<file path="src/rtl/mux_arb_2x32.sv">
// mux_arb_2x32: two-requester arbiter feeding one registered 32-bit output slot
// Ports: CLK/RST (sync active-high); A_VALID/A/A_READY and B_VALID/B/B_READY requesters;
//        Y_VALID/Y/Y_READY/SEL output slot; XFER_CNT accepted-word counter (CNT_W bits).
// Build option MUX_ARB_FIXED_PRI_EN: A always wins ties; default is round-robin.
module mux_2x32 (
  input  logic        sel,
  input  logic [31:0] a,
  input  logic [31:0] b,
  output logic [31:0] y
);
  assign y = sel ? b : a;
endmodule

module mux_arb_2x32 #(
  parameter int CNT_W = 16
) (
  input  logic             CLK,
  input  logic             RST,
  input  logic             A_VALID,
  input  logic [31:0]      A,
  output logic             A_READY,
  input  logic             B_VALID,
  input  logic [31:0]      B,
  output logic             B_READY,
  output logic             Y_VALID,
  output logic [31:0]      Y,
  input  logic             Y_READY,
  output logic             SEL,
  output logic [CNT_W-1:0] XFER_CNT
);
  typedef enum logic {EMPTY, FULL} state_t;
  state_t state, state_nx;
  logic grant, open, accept;
  logic [31:0] mux_y;
`ifdef MUX_ARB_FIXED_PRI_EN
  assign grant = B_VALID & !A_VALID;
`else
  // last: 1 = B served most recently, so a tie goes to A
  logic last;
  assign grant = B_VALID & (!A_VALID | !last);
  always_ff @(posedge CLK)
    if (RST) last <= 1'b1;
    else if (accept) last <= grant;
`endif
  // slot can take a word when empty or when being drained this cycle
  assign open    = (state == EMPTY) | Y_READY;
  assign accept  = open & (A_VALID | B_VALID) & !RST;
  assign A_READY = accept & !grant;
  assign B_READY = accept & grant;
  mux_2x32 u_mux (.sel(grant), .a(A), .b(B), .y(mux_y));
  always_ff @(posedge CLK) state <= state_nx;
  always_comb state_nx = RST ? EMPTY : accept ? FULL : Y_READY ? EMPTY : state;
  always_comb Y_VALID = state == FULL;
  always_ff @(posedge CLK)
    if (RST) begin
      Y        <= '0;
      SEL      <= 1'b0;
      XFER_CNT <= '0;
    end else if (accept) begin
      Y        <= mux_y;
      SEL      <= grant;
      XFER_CNT <= XFER_CNT + CNT_W'(1);
    end
endmodule

</file>
<file path="config.mk">
export PLATFORM = sky130hd
export DESIGN_NAME = mux_arb_2x32
export DESIGN_NICKNAME = d
export VERILOG_FILES = /design/src/rtl/mux_arb_2x32.sv
export SDC_FILE = /design/constraint.sdc
export NUM_CORES = 1
export LEC_CHECK = 0
export BUFFER_PORTS_ARGS = -buffer_cell sky130_fd_sc_hd__buf_2
export CORE_MARGIN = 2
export CORE_UTILIZATION = 31
export CTS_CLUSTER_SIZE = 40
export DETAILED_ROUTE_END_ITERATION = 8
export SLEW_MARGIN = 30
export SYNTH_ARGS = -nofsm -noshare
export SYNTH_HDL_FRONTEND = slang
export SYNTH_SLANG_ARGS = --single-unit
</file>
<file path="constraint.sdc">
create_clock -name CLK -period 1.4 [get_ports CLK]
set_input_delay 0.28 -clock CLK [delete_from_list [all_inputs] [get_ports CLK]]
set_output_delay 0.28 -clock CLK [all_outputs]
set_load 0.05 [all_outputs]
</file>
# After elaboration in Yosys (flattened, before gate mapping)
# Cells that the tools add are included.
dict set report totals {
  reg_bits 51
  latchBits 0
  ramBits 0
  romBits 0
  input_bits 69
  out_inout_bits 52
  elab_cells 23
  memories 0
}
dict set report op_classes {
  addsub 1
  mul 0
  n_div 0
  order_cmp 0
  eq_ne 0
  shifts 0
  muxes 3
  n_bitwise 9
  reduce_logical 5
}
# cell n
set op_table {}
lappend op_table {{32-bit two-way mux} 1}
lappend op_table {{16-bit by 1-bit adder with 16-bit output (second input constant)} 1}
lappend op_table {{1-bit AND} 5}
lappend op_table {{1-bit logical NOT} 4}
lappend op_table {{1-bit OR} 3}
lappend op_table {{1-bit two-way mux} 2}
lappend op_table {{2-bit nonzero test} 1}
lappend op_table {{1-bit NOT} 1}

# Logic depth before layout (Yosys ltp)
dict set report logic_depth {
  word_depth 5
  depth_mapped 7
}

# Cells and area by module
# Synthesis repeated with hierarchy kept, for this count alone.
dict set report hier_totals {
  cells_unflattened 277
  area_unflattened_um2 2512.4
}
# module n_inst cells_per_inst area_each_um2
set modules_own_cells {}
lappend modules_own_cells {mux_arb_2x32 1 241 1968.1}
lappend modules_own_cells {mux_2x32 1 36 544.3}

# Worst setup path after synthesis
# No wires, ideal clock.
dict set report synth_timing {
  path_kind {reg2out}
  from {register state, in the netlist Y_VALID}
  to {output port B_READY}
  arrival_ns 2.147
  required_time_ns 1.120
  path_slack_ns -1.027
  path_stages_with_launch 5
  path_buffers 1
  path_cell_list {dfxtp_1 > nand2b_1 > clkbuf_1 > nand2_1 > nor3b_1}
}
dict set report synth_between {
  elab_chain_len 5
}
# item line
set synth_rtl {}
lappend synth_rtl {{from (decl)} 32} ;# state_t state, state_nx;
lappend synth_rtl {{from (signal assigned)} 51} ;# always_ff @(posedge CLK) state <= state_nx;
lappend synth_rtl {{1-bit NOT} 46} ;# assign open = (state == EMPTY) | Y_READY;
lappend synth_rtl {{1-bit OR} 46}
lappend synth_rtl {{1-bit AND (2 in series)} 47} ;# assign accept = open & (A_VALID | B_VALID) & !RST;
lappend synth_rtl {{1-bit AND} 49} ;# assign B_READY = accept & grant;
lappend synth_rtl {{to (decl)} 24} ;# output logic B_READY,
# No other way between the ends.

# Worst setup path in the final report
# Ends and elaborated chain as after synthesis.

==> results.md <==
- YS warnings: 0
- R2R Path End: XFER_CNT[15]$_SDFFE_PP0P_
- Reg2reg setup slack: -100 ps
- Int Pwr: between 0.002 and 0.0025 W
- Total GRT Usage: between 10% and 20%
- Reg2reg path depth: 4
- Layout area overhead: 64.3%
- IO Port Bufs: between 100 and 150
- Worst setup margin: -105 ps
- Die Area: approximately 0.0082 mm²
- Ports: about 120
- Tmin final: 1510 ps
- Setup crit start: Y_VALID$_SDFFE_PP0P_
- Antenna violations before repair: 0
- Htree depth: 2
- Root Buffer: clkbuf_8
- Mapped Nets: between 300 and 400
- Starting Density: between 30% and 40%
- Mapped Area: approximately 0.0023 mm²
- Worst EP required: roughly 1100 ps
- Min-Delay Path Depth: 3
- # diodes: 0
- Via density: roughly 4.8
- CTS tree: yes
- Status: finished, violations left
- Core area: a little over 0.007 mm²
- Hpwl dp: ~4200 µm
- Yosys top cell area share: 44.2%
- Logic pwr share: between 30% and 40%
- Max Freq: between 600 and 700 MHz
- Slew HR: 79.6%
- Gpl congestion: about 0.87
- CTS buffer count: 5
- Number of synthesized register bits: 51
- Routed Antenna Nets: 0
- Post-synthesis cell type count: 37
- Layout cells sized above 1: between 60 and 70%
- Clock power share: about a quarter
- Synth area leaders: dfxtp_1 (44%), mux2i_1 (14%), a211oi_1 (10%)
- First-pass GRT wire length: about 10000 µm
- Hold_buf cts: 0
- Final period utilization: 108%
- WHS Endpoint: Y_VALID$_SDFFE_PP0P_
- # DRC: 0
- Worst Setup End Kind: primary output
- Share of the yosys chip area belonging to registers: 44.2%
- Worst hold path class: in -> reg
- # rows: 31
- Clk_lat worst skew: around 300 ps
- Max Cap Viol: 0
- Sequential Power Share: 43.6%
- Final net count: 459
- Commonest non-fill, non-tap cells in the layout: buf_2 (118), nor2_1 (38), dfxtp_1 (36)
- Final setup viols: 8
- Final wirelength: between 6000 and 7000 µm
- Mapped Cells: between 200 and 300
- Critical path launch point type: flop
- Clk buf depth: 2
- Worst-path fanout max: 7
- Grt ovf: 0
- Vias: between 2k and 2.5k
- Number of synthesized flops with an enable pin: 0
- Final hold vios: 0
- Worst EP arrival: around 1200 ps
- Avg Inst Size Synth: roughly 9.2 µm²
- Crit Path Class: reg -> out
- Slew Viols, Final: 0
- Pre-CTS setup slack: -184 ps
- Commonest non-fill, non-tap cell in the layout: buf_2
- Final hold slack: around 260 ps
- Initial drt markers: 90
- Worst-margin pin slew: 305 ps
- Peak supply drop: around 0.50 mV
- Clock Sinks: between 50 and 60
- DRT Pass-1 Iters: 4
- Leak: between 1.5 and 2 nW
- Post-Route Skew: ~5.3 ps
- Post-synth top area cell: dfxtp_1
- Number of global-route vias before repair: around 2.2k
- RSZ-0062 raised after global routing: true
- Die H: 90.3 µm
- HP Start: A_VALID
- Worst r2r src: XFER_CNT[4]$_SDFFE_PP0P_
- Async S/R FF share, synth: 0%
- DR WL/cell: 13.5 µm
- CTS clk-pin slew, worst paths: ~90 ps
- Main synth FF type: dfxtp_1
- Switch share: approximately 34%
- Die outline width: about 90 µm
- Power Dens Cells: about 970 mW/mm²
- Failing checks: setup timing
- Sw Pwr: between 0.001 and 0.0015 W
- Largest net degree at the start of global routing: 47
[logic make-up (layout without fill, tap and decap cells)]
| family | after synthesis | after routing | share of synthesized area, % |
|---|---|---|---|
| xor+xnor | 3 | 3 | 1.14 |
| buf+inv | 24 | 163 | 6.17 |
| simple gates | 81 | 82 | 17.1 |
| fa+ha+maj | 1 | 1 | 0.541 |
| compound gates | 56 | 56 | 16.0 |
| flops | 51 | 51 | 44.2 |
| mux | 34 | 34 | 14.8 |
[synth_stat cells, drive strengths merged, types with 2 or more instances]
library cell	n
nor2b	2
xnor2	2
o31ai	3
or4	3
inv	3
and2	2
nor3	2
dfxtp	51
nand3	5
nand4	4
buf	13
mux2i	32
a21oi	13
or3	7
o21ai	7
a211oi	32
nand2	10
nor2	38
mux2	2
clkbuf	7
[power groups by stage]
stage,clock network [W],logic [W],registers [W]
3_3_place_gp,0,0.00105,0.00164
4_1_cts,0.000976,0.00111,0.00161
3_5_place_dp,0,0.00106,0.00164
5_1_grt,0.00104,0.00120,0.00162
6_report,0.000940,0.00113,0.00161
2_1_floorplan,0,0.000428,0.00199
[per-layer routing]
| layer | GRT usage (%) | part of all wire (%) | up-vias |
|---|---|---|---|
| li1 | - | - | 1181 |
| met1 | 20.5 | 46 | 1074 |
| met4 | 4.23 | 1.0 | 0 |
| met2 | 25.2 | 46 | 93 |
| met3 | 4.59 | 6.9 | 6 |
| met5 | 0 | 0 | - |
[worst max-delay path by stage]
stage / end / slack, ps / cells past startpoint
after global placement: Y[9]$_SDFFE_PP0P_ / -150 / 6
after CTS: B_READY / -150 / 3
final: B_READY / -110 / 4
after floorplan: XFER_CNT[15]$_SDFFE_PP0P_ / -220 / 5
after global routing: B_READY / -180 / 4
after detailed placement: XFER_CNT[15]$_SDFFE_PP0P_ / -180 / 5
[critical path, stage by stage (launching register included)]
cell and delay, ps:
dfxtp_4 360, nand2b_4 110, nand2_4 90, nor3b_4 190, buf_6 180
[layout make-up]
| cell class | instances | area (µm²) |
|---|---|---|
| fillers | 698 | 3460 |
| multi-input cells | 176 | 1540 |
| flip-flops and latches | 51 | 1060 |
| repair buffers | 152 | 967 |
| well taps | 99 | 124 |
| clock buffers | 8 | 100 |
| inverters | 3 | 11.3 |
[metrics by stage]
| step | setup TNS, ps | cells | power (W) | utilization [%] | instance area [µm²] |
|---|---|---|---|---|---|
| final | -481 | 489 | 0.00368 | 52.4 | 3800 |
| after global routing | -1440 | 489 | 0.00387 | 52.4 | 3800 |
| after CTS | -460 | 484 | 0.00369 | 50.1 | 3630 |
| after detailed placement | -6040 | 467 | 0.00269 | 46.4 | 3360 |
| after global placement | -5050 | 467 | 0.00269 | 46.4 | 3360 |
| after floorplan | -1630 | 250 | 0.00242 | - | 2610 |
[state kept, by name, indices dropped and copies added (netlist names)]
name / cells
last: 1
SEL: 1
Y: 32
XFER_CNT: 16
Y_VALID: 1
[what timing repair did]
item | in CTS | in global routing
endpoints found under the hold margin | 0 | 0
setup buffers | 7 | 4
cloned | 2 | 1
pin swaps | 14 | 15
endpoints found under the setup margin | 43 | 43
resized for setup | 22 | 30
Note: power is estimated with default switching activity, not from simulation.
